`config.mk`:
```
export PLATFORM = sky130hd
export DESIGN_NAME = lfo_sine_scheduler
export DESIGN_NICKNAME = d
export VERILOG_FILES = /design/src/rtl/lfo_sine_scheduler.sv
export SDC_FILE = /design/constraint.sdc
export NUM_CORES = 1
export LEC_CHECK = 0
export BUFFER_PORTS_ARGS = -buffer_cell sky130_fd_sc_hd__buf_2
export CAP_MARGIN = 20
export CORE_ASPECT_RATIO = 0.6
export CORE_MARGIN = 8
export CORE_UTILIZATION = 64
export CTS_BUF_LIST = sky130_fd_sc_hd__clkbuf_8
export CTS_CLUSTER_SIZE = 8
export DETAILED_ROUTE_END_ITERATION = 16
export PLACE_DENSITY = 0.89
export SLEW_MARGIN = 40
export SYNTH_ARGS = -nofsm -noshare
export SYNTH_HDL_FRONTEND = slang
export SYNTH_SLANG_ARGS = --single-unit
```
`constraint.sdc`:
```
create_clock -name CLK -period 14.1 [get_ports CLK]
set_clock_uncertainty 0.05 [all_clocks]
set_input_delay 1.41 -clock CLK [delete_from_list [all_inputs] [get_ports CLK]]
set_output_delay 1.41 -clock CLK [all_outputs]
set_load 0.05 [all_outputs]
```
`src/rtl/lfo_sine_scheduler.sv`:
```
// Multi-channel LFO: per-channel rate dividers and 8-bit phase counters sharing one
// sine ROM through a round-robin arbiter. Define LFO_PHASE_OFFSET_EN to add per-channel phase_ofs.
module lfo_sine_scheduler #(
    parameter int NUM_CH    = 4,
    parameter int DIV_W     = 24,
    parameter int RESET_VAL = 306
) (
    input  logic                    CLK,
    input  logic                    RST,
    input  logic [NUM_CH-1:0]       enable,
    input  logic [NUM_CH*DIV_W-1:0] div,
    input  logic [NUM_CH-1:0]       phase_rst,
`ifdef LFO_PHASE_OFFSET_EN
    input  logic [NUM_CH*8-1:0]     phase_ofs,
`endif
    output logic                    rom_en,
    output logic [7:0]              rom_addr,
    input  logic [9:0]              rom_data,
    output logic [NUM_CH*10-1:0]    sin_out,
    output logic [NUM_CH-1:0]       sin_valid,
    output logic [NUM_CH-1:0]       overrun
);
    localparam int PTR_W = $clog2(NUM_CH);

    logic [DIV_W-1:0]  cnt   [NUM_CH];
    logic [7:0]        phase [NUM_CH];
    logic [NUM_CH-1:0] pending;
    logic [NUM_CH-1:0] tick_raw;
    logic [NUM_CH-1:0] tick;
    logic [PTR_W-1:0]  rr_ptr;
    logic [PTR_W-1:0]  winner;
    logic              grant;
    logic [7:0]        addr_next;
    int unsigned       cand;

    logic              s1_valid;
    logic [PTR_W-1:0]  s1_id;
    logic              s2_valid;
    logic [PTR_W-1:0]  s2_id;

    always_comb begin
        tick_raw = '0;
        for (int unsigned c = 0; c < NUM_CH; c++) begin
            tick_raw[c] = enable[c] && (cnt[c] == div[c*DIV_W +: DIV_W]);
        end
        // phase_rst suppresses the tick entirely, so it never raises a request
        tick = tick_raw & ~phase_rst;
    end

    // Scanning from the far end downwards leaves the nearest pending channel at or after rr_ptr
    always_comb begin
        grant  = 1'b0;
        winner = '0;
        cand   = 0;
        for (int unsigned k = NUM_CH; k > 0; k--) begin
            cand = (32'(rr_ptr) + k - 1) % NUM_CH;
            if (pending[PTR_W'(cand)]) begin
                grant  = 1'b1;
                winner = PTR_W'(cand);
            end
        end
    end

    always_comb begin
`ifdef LFO_PHASE_OFFSET_EN
        addr_next = phase[winner] + phase_ofs[32'(winner)*8 +: 8];
`else
        addr_next = phase[winner];
`endif
    end

    always_ff @(posedge CLK or posedge RST) begin
        if (RST) begin
            for (int unsigned c = 0; c < NUM_CH; c++) begin
                cnt[c]   <= '0;
                phase[c] <= '0;
            end
            pending   <= '0;
            overrun   <= '0;
            rr_ptr    <= '0;
            rom_en    <= 1'b0;
            rom_addr  <= '0;
            s1_valid  <= 1'b0;
            s1_id     <= '0;
            s2_valid  <= 1'b0;
            s2_id     <= '0;
            sin_valid <= '0;
            sin_out   <= {NUM_CH{10'(RESET_VAL)}};
        end else begin
            for (int unsigned c = 0; c < NUM_CH; c++) begin
                if (phase_rst[c]) begin
                    cnt[c]   <= '0;
                    phase[c] <= '0;
                end else if (!enable[c]) begin
                    cnt[c] <= '0;
                end else if (tick_raw[c]) begin
                    cnt[c]   <= '0;
                    phase[c] <= phase[c] + 8'd1;
                end else begin
                    cnt[c] <= cnt[c] + DIV_W'(1);
                end

                // A tick landing on the grant cycle re-arms the request instead of losing it
                if (tick[c]) begin
                    pending[c] <= 1'b1;
                    if (pending[c]) begin
                        overrun[c] <= 1'b1;
                    end
                end else if (grant && (32'(winner) == c)) begin
                    pending[c] <= 1'b0;
                end
            end

            rom_en <= grant;
            if (grant) begin
                rom_addr <= addr_next;
                rr_ptr   <= (32'(winner) == NUM_CH - 1) ? '0 : winner + PTR_W'(1);
            end

            s1_valid <= grant;
            s1_id    <= winner;
            s2_valid <= s1_valid;
            s2_id    <= s1_id;

            sin_valid <= '0;
            if (s2_valid) begin
                sin_out[32'(s2_id)*10 +: 10] <= rom_data;
                sin_valid[s2_id]             <= 1'b1;
            end
        end
    end

endmodule

```
==> impl_metrics.json <==
{
  "n_antenna_cell": 0,
  "setup_viol": 0,
  "worstPathArrival_ns": 3.50,
  "synthArstFlopShare_pct": 100,
  "drv_cap": 0,
  "hold_viol": 0,
  "std_cell_rows": 37,
  "clock_latency_ns": 0.48,
  "cts.sinks": 196,
  "viasPerCell": 5.91,
  "yosys_warnings": 0,
  "cts_setup_buffers": 0,
  "cts-root-buf": "clkbuf_8",
  "grt_max_degree": 134,
  "critPathKind": "input pin to register",
  "cts_tree": "yes",
  "drtIter0Drc": 1074,
  "ir_worst_vdd_mv": 0.0720,
  "grt_pass1_wl_um": 44000,
  "synth_top_family_by_area": "simple AND/OR/NAND/NOR gates",
  "dieArea_mm2": 0.0217,
  "io_pins": 173,
  "yosysMostFrequentCell": "dfrtp_1",
  "initial_core_util_pct": 64.5,
  "synthCells": 1127,
  "port_buffers": 172,
  "dr.pass1.iters": 5,
  "grtUsageTotal_pct": 25.4,
  "synth_mux_area_share_pct": 4.22,
  "synthTopCellsByArea": "dfrtp_1 41%, xnor2_1 8.3%, xor2_1 6.2%",
  "drc_errors": 0,
  "drv_slew": 0,
  "cts.path.max_buffers": 2,
  "max-slew-margin-rel_pct": 47.6,
  "wire_per_inst_um": 17.4,
  "cts_max_level": 4,
  "synthFlopType": "dfrtp_1",
  "synth.distinct_cells": 56,
  "vias": 9042,
  "dieHeight_um": 117,
  "area_growth_pct": 13.2,
  "synth_edf_count": 0,
  "die_w_um": 185,
  "routabilityCongestion": 0.932,
  "yosys_register_bits": 196,
  "routed_wl_um": 26700,
  "min_period_over_period_pct": 22.6,
  "layout-drive-gt1-share_pct": 21.2,
  "syn_nets": 1260,
  "cp.required_ns": 14.42,
  "clk_pin_slew_worst_paths_ns": 0.10,
  "cts_buffers": 17,
  "tns_ns": 0,
  "r2r_cells": 6,
  "fmax_ghz": 0.314,
  "path_max_fanout": 15,
  "syn_area_per_cell_um2": 9.70,
  "crit_path_start_kind": "input pin",
  "syn-cell-area_mm2": 0.0109,
  "synth_compound_area_share_pct": 8.77,
  "ant_nets": 0,
  "period_minus_slack_ns": 3.18,
  "dp.final_hpwl_um": 19800,
  "hold_buffers": 0,
  "first_global_vias": 8711,
  "synthXorXnorAreaFrac_pct": 14.8,
  "cts_resized": 0,
  "power.static_leakage_nw": 5.35,
  "yosysSeqAreaShare_pct": 45.0,
  "fin_nets": 1416,
  "yosysTopAreaCell": "dfrtp_1",
  "antenna_found_initial": 0,
  "worst_pin_slew_ns": 0.786,
  "min_path_cells": 0,
  "synth.top_cell.area_share_pct": 41.2,
  "min_path_type": "register to register",
  "synth-simple-area-share_pct": 21.9,
  "pwr_density_cell_mw_per_mm2": 83.3,
  "rsz0062_at_grt": "no",
  "crit_path_end_kind": "register",
  "synthTopCellsByCount": "180 x dfrtp_1, 148 x nor2_1, 104 x xnor2_1, 79 x nand2_1, 77 x xor2_1",
  "coreArea_mm2": 0.0169,
  "grt-ovfl-total": 0,
  "synthAdderAreaFrac_pct": 1.94,
  "power_mw": 1.03,
  "status": "complete, no violations"
}
[cell families (layout without fill, tap and decap cells)]
logic type	after synthesis	count (layout)
and+or+nand+nor	473	473
DFF	196	196
xor gates and xnor gates	183	183
AOI/OAI and AO/OA	131	131
buffers and inverters	85	254
muxes	42	42
adders and majority gates	17	17
[flip-flops by register name, indices dropped and copies added, names as in the netlist]
name / flops
sin_out: 40
rr_ptr: 2
sin_valid: 4
s1_id: 2
s1_valid: 1
overrun: 4
pending: 4
s2_valid: 1
rom_addr: 8
phase: 32
s2_id: 2
cnt: 96
[metrics by stage]
step | worst slack [ns] | hold slack (ns) | cells | utilization [%] | instance area (um^2)
6_report | 10.92 | 0.312 | 1530 | 73.0 | 12400
5_1_grt | 10.79 | 0.318 | 1530 | 73.0 | 12400
4_1_cts | 10.97 | 0.308 | 1529 | 73.0 | 12400
3_5_place_dp | 10.45 | 0.286 | 1497 | 70.7 | 12000
3_3_place_gp | 10.38 | 0.287 | 1495 | 70.4 | 11900
2_1_floorplan | 7.33 | 0.281 | 1127 | - | 10900
[path summary, 6_finish.rpt]
check	end	from	slack, ns
worst min register to register	s2_id[0]	s1_id[0]	0.31
worst max-delay path	cnt[53]	div[28]	10.92
min in group asynchronous	cnt[30]	RST	0.96
worst min-delay path	s2_id[0]	s1_id[0]	0.31
max in group asynchronous	phase[6]	RST	11.98
worst max register to register	sin_out[31]	s2_id[0]	11.05
[where the power goes]
part | internal, mW | switching, mW | leakage, nW
clock | 0.144 | 0.213 | 0.190
sequential | 0.570 | 0.00524 | 2.60
combinational | 0.0340 | 0.0648 | 2.56
total | 0.748 | 0.283 | 5.35
[metal layers]
layer,track usage [%],vias to the layer above,part of all wire [%]
met4,5.57,0,0.66
met2,37.5,375,44
li1,-,4267,-
met5,0,-,0
met3,6.60,15,8.7
met1,37.1,4385,47
[worst max-delay path, cell delays in order]
cell      delay [ns]
buf_2           0.11
xnor2_1         0.14
nand4_1         0.14
or4_1           0.75
o311ai_4        0.57
buf_4           0.31
nor2_1          0.08
[area by class of cell]
cell class / count / area [um^2]
multi-input combinational: 846 / 5690
sequential: 196 / 4920
fill: 1246 / 4570
timing repair buffer: 178 / 911
tap: 234 / 293
clock buffer: 17 / 234
inverter: 44 / 178
clock inverter: 15 / 145
[cell usage in the layout (no fill, tap or decap), types with 8 or more instances in the layout]
cell type / count
and2_1: 10
nand4_1: 35
o31a_1: 8
xnor2_1: 104
nor3_1: 30
nand2_1: 79
nand3_1: 45
buf_2: 173
mux2i_1: 18
a22o_1: 18
xor2_1: 77
and3_1: 16
nor2b_1: 22
dfrtp_1: 180
mux2_2: 21
nor2_1: 148
clkbuf_8: 17
o21ai_0: 22
nor4_1: 30
inv_1: 43
and4_1: 22
dfstp_2: 16
a21oi_1: 28
o211ai_1: 8
ha_1: 17
Power figures use the tool's default switching activity.
